==> src/rtl/vga_timing_gen.sv <==
// rtl/vga_timing_gen.sv - parametrised VGA timing generator with registered pixel output stage
module vga_timing_gen #(
  parameter int H_VISIBLE  = 640,
  parameter int H_FRONT    = 16,
  parameter int H_SYNC     = 96,
  parameter int H_BACK     = 48,
  parameter int V_VISIBLE  = 480,
  parameter int V_FRONT    = 10,
  parameter int V_SYNC     = 2,
  parameter int V_BACK     = 33,
  parameter bit HSYNC_POL  = 1'b0,
  parameter bit VSYNC_POL  = 1'b0,
  parameter int COLOR_BITS = 1,
  parameter int CNT_W      = 10
) (
  input  logic                    clk,
  input  logic                    rst_n,
  input  logic                    pix_en,
  input  logic                    test_pattern,
  input  logic [3*COLOR_BITS-1:0] rgb_in,
  output logic [CNT_W-1:0]        xpix,
  output logic [CNT_W-1:0]        ypix,
  output logic                    hsync,
  output logic                    vsync,
  output logic                    de,
  output logic [COLOR_BITS-1:0]   red,
  output logic [COLOR_BITS-1:0]   green,
  output logic [COLOR_BITS-1:0]   blue,
  output logic                    line_start,
  output logic                    frame_start
);

  localparam int H_TOTAL = H_VISIBLE + H_FRONT + H_SYNC + H_BACK;
  localparam int V_TOTAL = V_VISIBLE + V_FRONT + V_SYNC + V_BACK;
  localparam int BAR_W   = H_VISIBLE / 8;

  localparam logic [CNT_W-1:0] H_LAST   = CNT_W'(H_TOTAL - 1);
  localparam logic [CNT_W-1:0] V_LAST   = CNT_W'(V_TOTAL - 1);
  localparam logic [CNT_W-1:0] H_VIS    = CNT_W'(H_VISIBLE);
  localparam logic [CNT_W-1:0] V_VIS    = CNT_W'(V_VISIBLE);
  localparam logic [CNT_W-1:0] HS_FIRST = CNT_W'(H_VISIBLE + H_FRONT);
  localparam logic [CNT_W-1:0] HS_LAST  = CNT_W'(H_VISIBLE + H_FRONT + H_SYNC - 1);
  localparam logic [CNT_W-1:0] VS_FIRST = CNT_W'(V_VISIBLE + V_FRONT);
  localparam logic [CNT_W-1:0] VS_LAST  = CNT_W'(V_VISIBLE + V_FRONT + V_SYNC - 1);
  localparam logic [CNT_W-1:0] BAR_LAST = CNT_W'(BAR_W - 1);

  logic [CNT_W-1:0]        h_cnt;
  logic [CNT_W-1:0]        v_cnt;
  logic [CNT_W-1:0]        bar_sub;
  logic [2:0]              bar_idx;
  logic                    h_wrap;
  logic                    v_wrap;
  logic                    hs_act;
  logic                    vs_act;
  logic                    visible;
  logic [2:0]              bar_code;
  logic [3*COLOR_BITS-1:0] bar_rgb;
  logic [3*COLOR_BITS-1:0] pix_rgb;

  assign h_wrap = (h_cnt == H_LAST);
  assign v_wrap = (v_cnt == V_LAST);

  // The request coordinate is the live counter, so the frame logic sees it a cycle ahead of the pins.
  assign xpix = h_cnt;
  assign ypix = v_cnt;

  // Raster counters: h runs every enabled pixel, v steps on each h wrap.
  always_ff @(posedge clk or negedge rst_n) begin
    if (!rst_n) begin
      h_cnt <= '0;
      v_cnt <= '0;
    end else if (pix_en) begin
      if (h_wrap) begin
        h_cnt <= '0;
        v_cnt <= v_wrap ? '0 : v_cnt + 1'b1;
      end else begin
        h_cnt <= h_cnt + 1'b1;
      end
    end
  end

  // Bar tracker follows h_cnt so the bar index is ready without dividing h_cnt by the bar width.
  always_ff @(posedge clk or negedge rst_n) begin
    if (!rst_n) begin
      bar_sub <= '0;
      bar_idx <= '0;
    end else if (pix_en) begin
      if (h_wrap) begin
        bar_sub <= '0;
        bar_idx <= '0;
      end else if (bar_sub == BAR_LAST) begin
        bar_sub <= '0;
        bar_idx <= bar_idx + 3'd1;
      end else begin
        bar_sub <= bar_sub + 1'b1;
      end
    end
  end

  // Region decode and colour selection for the pixel the counters currently point at.
  always_comb begin
    hs_act   = 1'b0;
    vs_act   = 1'b0;
    visible  = 1'b0;
    bar_code = 3'd0;
    bar_rgb  = '0;
    pix_rgb  = '0;

    hs_act   = (h_cnt >= HS_FIRST) && (h_cnt <= HS_LAST);
    vs_act   = (v_cnt >= VS_FIRST) && (v_cnt <= VS_LAST);
    visible  = (h_cnt < H_VIS) && (v_cnt < V_VIS);

    // Bars run white to black, so the code is the bit-inverse of the bar index.
    bar_code = ~bar_idx;
    bar_rgb  = {{COLOR_BITS{bar_code[2]}}, {COLOR_BITS{bar_code[1]}}, {COLOR_BITS{bar_code[0]}}};

    if (visible) begin
      pix_rgb = test_pattern ? bar_rgb : rgb_in;
    end
  end

  // Output stage: everything sent to the pins is registered together so sync, de and colour stay aligned.
  always_ff @(posedge clk or negedge rst_n) begin
    if (!rst_n) begin
      hsync       <= ~HSYNC_POL;
      vsync       <= ~VSYNC_POL;
      de          <= 1'b0;
      red         <= '0;
      green       <= '0;
      blue        <= '0;
      line_start  <= 1'b0;
      frame_start <= 1'b0;
    end else if (pix_en) begin
      hsync              <= hs_act ? HSYNC_POL : ~HSYNC_POL;
      vsync              <= vs_act ? VSYNC_POL : ~VSYNC_POL;
      de                 <= visible;
      {red, green, blue} <= pix_rgb;
      line_start         <= (h_cnt == '0);
      frame_start        <= (h_cnt == '0) && (v_cnt == '0);
    end
  end

endmodule

==> config.mk <==
export PLATFORM = sky130hd
export DESIGN_NAME = vga_timing_gen
export DESIGN_NICKNAME = d
export VERILOG_FILES = /design/src/rtl/vga_timing_gen.sv
export SDC_FILE = /design/constraint.sdc
export NUM_CORES = 1
export LEC_CHECK = 0
export ABC_AREA = 1
export BUFFER_PORTS_ARGS = -buffer_cell sky130_fd_sc_hd__buf_2
export CAP_MARGIN = 40
export CORE_MARGIN = 1.5
export CORE_UTILIZATION = 30
export DETAILED_ROUTE_END_ITERATION = 10
export PLACE_DENSITY = 0.49
export SLEW_MARGIN = 0
export SYNTH_ARGS = -nofsm -noshare
export SYNTH_HDL_FRONTEND = slang
export SYNTH_SLANG_ARGS = --single-unit
==> constraint.sdc <==
create_clock -name clk -period 1.9 [get_ports clk]
set_clock_uncertainty 0.2 [all_clocks]
set_input_delay 0.19 -clock clk [delete_from_list [all_inputs] [get_ports clk]]
set_output_delay 0.19 -clock clk [all_outputs]
set_load 0.05 [all_outputs]
# == After elaboration in Yosys (flattened, before gate mapping) ==
# Index checks and enable logic that the tools add are counted.
# word_totals
regBits,41
elab_cells,45
inputBits,7
out_inout_bits,28
# op_classes
bitwise_logic,1
eq_ne,3
n_mux,10
n_addsub,4
order_cmp,6
n_reduce_logical,9
# ops
operator,count
$mux 10,4
$add 10x1->10 const B,3
$eq 10x10->1 const B,2
$logic_not 10->1,2
$mux 3,4
$eq 10x7->1 const B,1
$ge 10x10->1 const B,1
$ge 10x9->1 const B,1
$le 10x10->1 const B,1
$le 10x9->1 const B,1
$lt 10x10->1 const B,1
$lt 10x9->1 const B,1
$logic_and 1x1->1,4
$reduce_and 2->1,2
$add 3x1->3 const B,1
$not 3->3,1
$mux 1,2
$reduce_bool 2->1,1

# == Longest topological paths before layout ==
# logic_depth
ltp_word,3
depth_mapped,8
mapped_depth_nobuf,8

# == Least setup slack after synthesis ==
# No wires, ideal clock.
# synth_timing
kind,flip-flop to flip-flop
from,"register h_cnt[1], in the netlist xpix[1]"
to,"register v_cnt[3], in the netlist ypix[3]"
required_time_ns,1.579
path_stages_with_launch,9
arrival_ns,1.668
period_less_slack_ns,1.989
setup_time_ns,0.121
setup_slack_ns,-0.089
n_path_buf,0
path_cell_list,dfrtp_1 > ha_1 > inv_1 > nor2_4 > nand4_4 > nor2_8 > inv_6 > nand2_1 > o21ai_2
# synth_via
elab_chain_len,2
# synth_rtl
item,line_no,text
from (decl),47,logic [CNT_W-1:0] h_cnt;
from (signal assigned),77,h_cnt <= h_cnt + 1'b1;
$eq 10x10->1,60,assign h_wrap = (h_cnt == H_LAST);
$reduce_and 2->1 (no line),-,
to (signal assigned),75,v_cnt <= v_wrap ? '0 : v_cnt + 1'b1;
to (decl),48,logic [CNT_W-1:0] v_cnt;
# Every way passes these cells.
# A chain may end at the register's enable or synchronous reset.

# == Worst setup path after layout ==
# layout_timing
from,"register h_cnt[1], in the netlist xpix[1]"
to,"register v_cnt[2], in the netlist ypix[2]"
# Same word-level chain as after synthesis.

==> impl_metrics.ini <==
[status]
status = finished, final reports clean

[setup_path]
startpoint_type = register
cp_max_fo = 10
worstSetupPathType = register to register
crit_arrival_ns = 1.73
required_ns = 1.89
crit_path_end_kind = register

[synthesis]
synth_cell_types = 29
synth.ff_latch_count = 41
synth-main-ff-cell = dfrtp_1
synth_edf_count = 0
syn_avg_cell_area_um2 = 7.65
ys_async_sr_fraction_pct = 100
synth_seq_area_share_pct = 43.8
yosys_warnings = 0
netlist_instances = 307
synthesis.nets = 321
syn_area_mm2 = 0.00235

[floorplanning]
start_util_pct = 30.7
num_io_pins = 35
coreArea_mm2 = 0.00765
rows = 32
die_x_um = 91.5
die_height_um = 91.5
dieArea_mm2 = 0.00837

[timing]
slew_headroom_pct = 64.9
fin_setup_tns_ns = 0
setup_violations = 0
max_freq_mhz = 574
timing.final.crit_share_pct = 91.7
worst_pin_slew_ns = 0.527
finalMaxSlewViolations = 0
fin_crit_ns = 1.74
hold_viol = 0
rsz0062_at_grt = no

[routing]
routed_wl_um = 5750
drc = 0
drt-wirelength-per-cell_um = 12.5
num_vias = 2112
dr.pass1.iters = 4
postRouteAntennaNets = 0
drtIter0Drc = 58
via_per_inst = 4.60

[cts]
tritoncts = yes
clk_path_buf_depth = 2
clock_latency_ns = 0.30
cts_buffers = 5
cts-root-buf = clkbuf_8
htreeDepth = 2
clkSinkCount = 41
clk_pin_slew_ns = 0.09

[run]
cap_violations = 0

[final_layout]
antenna_cells = 0
final_util_pct = 37.1
synthToLayoutAreaGrowth_pct = 20.8
most-common-layout-cells = nand2_1, nor2_1, dfrtp_1, inv_1, buf_2
layout-drive-gt1-share_pct = 20.2
instances_no_fill = 459
nets = 370
final_common_cell = nand2_1

[placement]
placed_cells = 448
numPortBuffers = 34
hpwl_um = 4330
place.gp.congestion = 0.776

[grt]
grt_pass1_vias = 2079
grt.overflow.total = 0
grt_usage_pct = 15.1
grt_max_degree = 23
grt_pass1_wl_um = 9960
antenna_found_initial = 0

[power]
peakVddDrop_uv = 608
cellLeakagePower_uw = 0.00143
powerDensity_mw_per_mm2 = 1480

[worst_hold_path]
hold_class = primary input to register
[layout make-up]
type | instances | area (µm²)
Tap cell | 102 | 128
Multi-Input combinational cell | 223 | 1150
Inverter | 38 | 148
Timing Repair Buffer | 47 | 270
Clock inverter | 2 | 35.0
Fill cell | 823 | 4810
Clock buffer | 6 | 72.6
Sequential cell | 41 | 1030
[worst max-delay path, cell delays in order, from the launching register on]
cell and delay [ns]:
dfrtp_2 0.39, ha_2 0.19, inv_1 0.06, nor2_4 0.15, nand4_4 0.21, nor2_8 0.23
inv_6 0.07, nand2_1 0.07, o21ai_2 0.05
[power by group]
group | switching [µW] | internal [µW] | leakage, µW | total [µW]
registers | 318 | 1160 | 0.000491 | 1480
logic | 1440 | 554 | 0.000889 | 2000
clock network | 326 | 391 | 0.0000552 | 716
total | 2090 | 2110 | 0.00143 | 4200
[per-stage QoR]
step | instance area (µm²) | hold WS, ns | setup slack, ns | power [µW]
2_1_floorplan | 2350 | -0.306 | 0.0509 | 2960
3_3_place_gp | 2700 | 0.00118 | 0.151 | 3490
3_5_place_dp | 2700 | 0.0115 | 0.117 | 3500
4_1_cts | 2820 | 0.00332 | 0.0878 | 4240
5_1_grt | 2840 | 0.0573 | 0.0131 | 4530
6_report | 2840 | 0.00670 | 0.158 | 4200
[synth_stat cells, types with 2 or more instances]
master,n,area [µm²]
nand2_1,76,285
nor2_1,40,150
dfrtp_1,39,976
inv_1,36,135
o21ai_0,23,115
nand3_1,21,105
nand4_1,17,106
xor2_1,8,70.1
ha_1,7,87.6
nor3_1,7,35.0
o21ai_2,4,35.0
a21oi_1,3,15.0
o21ai_1,3,15.0
a31oi_1,2,12.5
buf_2,2,10.0
clkbuf_1,2,7.51
dfstp_2,2,52.6
nand3b_1,2,15.0
nor2_2,2,12.5
nor2_4,2,22.5
[metal layers]
layer	wire [µm]	GRT usage, %	vias up
met3	188	3.27	6
met1	3040	21.0	975
met4	77	4.69	0
met2	2440	23.1	30
li1	-	-	1101
met5	0	0	-
[cells by family (layout without fill, tap and decap cells)]
kind of cell | count (synthesis) | in the layout | synth area share (%)
compound gates | 36 | 36 | 8.52
xor+xnor | 9 | 9 | 3.35
fa+ha+maj | 7 | 7 | 3.73
buf+inv | 43 | 93 | 7.19
flops | 41 | 41 | 43.8
simple gates | 171 | 171 | 33.4
[state kept, by name, summed over array words and instances (netlist names)]
signal       flops
green            1
vsync            1
red              1
bar_sub         10
ypix            10
hsync            1
xpix            10
bar_idx          3
blue             1
de               1
line_start       1
frame_start      1
[repair_timing]
| action | 4_1_cts | 5_1_grt |
|---|---|---|
| gates resized for setup | 0 | 2 |
| hold endpoints to repair | 18 | 0 |
| endpoints found under the setup margin | 0 | 10 |
| hold buffers | 1 | 0 |
| buffers inserted | 0 | 2 |
[worst paths after layout]
check / start / end / slack [ns] / cells after the start
min in group asynchronous: rst_n / ypix[5]$_DFFE_PN0P_ / 0.20 / 2
max in group asynchronous: rst_n / xpix[0]$_DFFE_PN0P_ / 0.71 / 3
setup reg to reg: xpix[1]$_DFFE_PN0P_ / ypix[2]$_DFFE_PN0P_ / 0.16 / 8
hold reg to reg: red$_DFFE_PN0P_ / red$_DFFE_PN0P_ / 0.28 / 2
setup / recovery: xpix[1]$_DFFE_PN0P_ / ypix[2]$_DFFE_PN0P_ / 0.16 / 8
hold / removal: rgb_in[2] / red$_DFFE_PN0P_ / 0.007 / 3
Power figures use the tool's default switching activity.
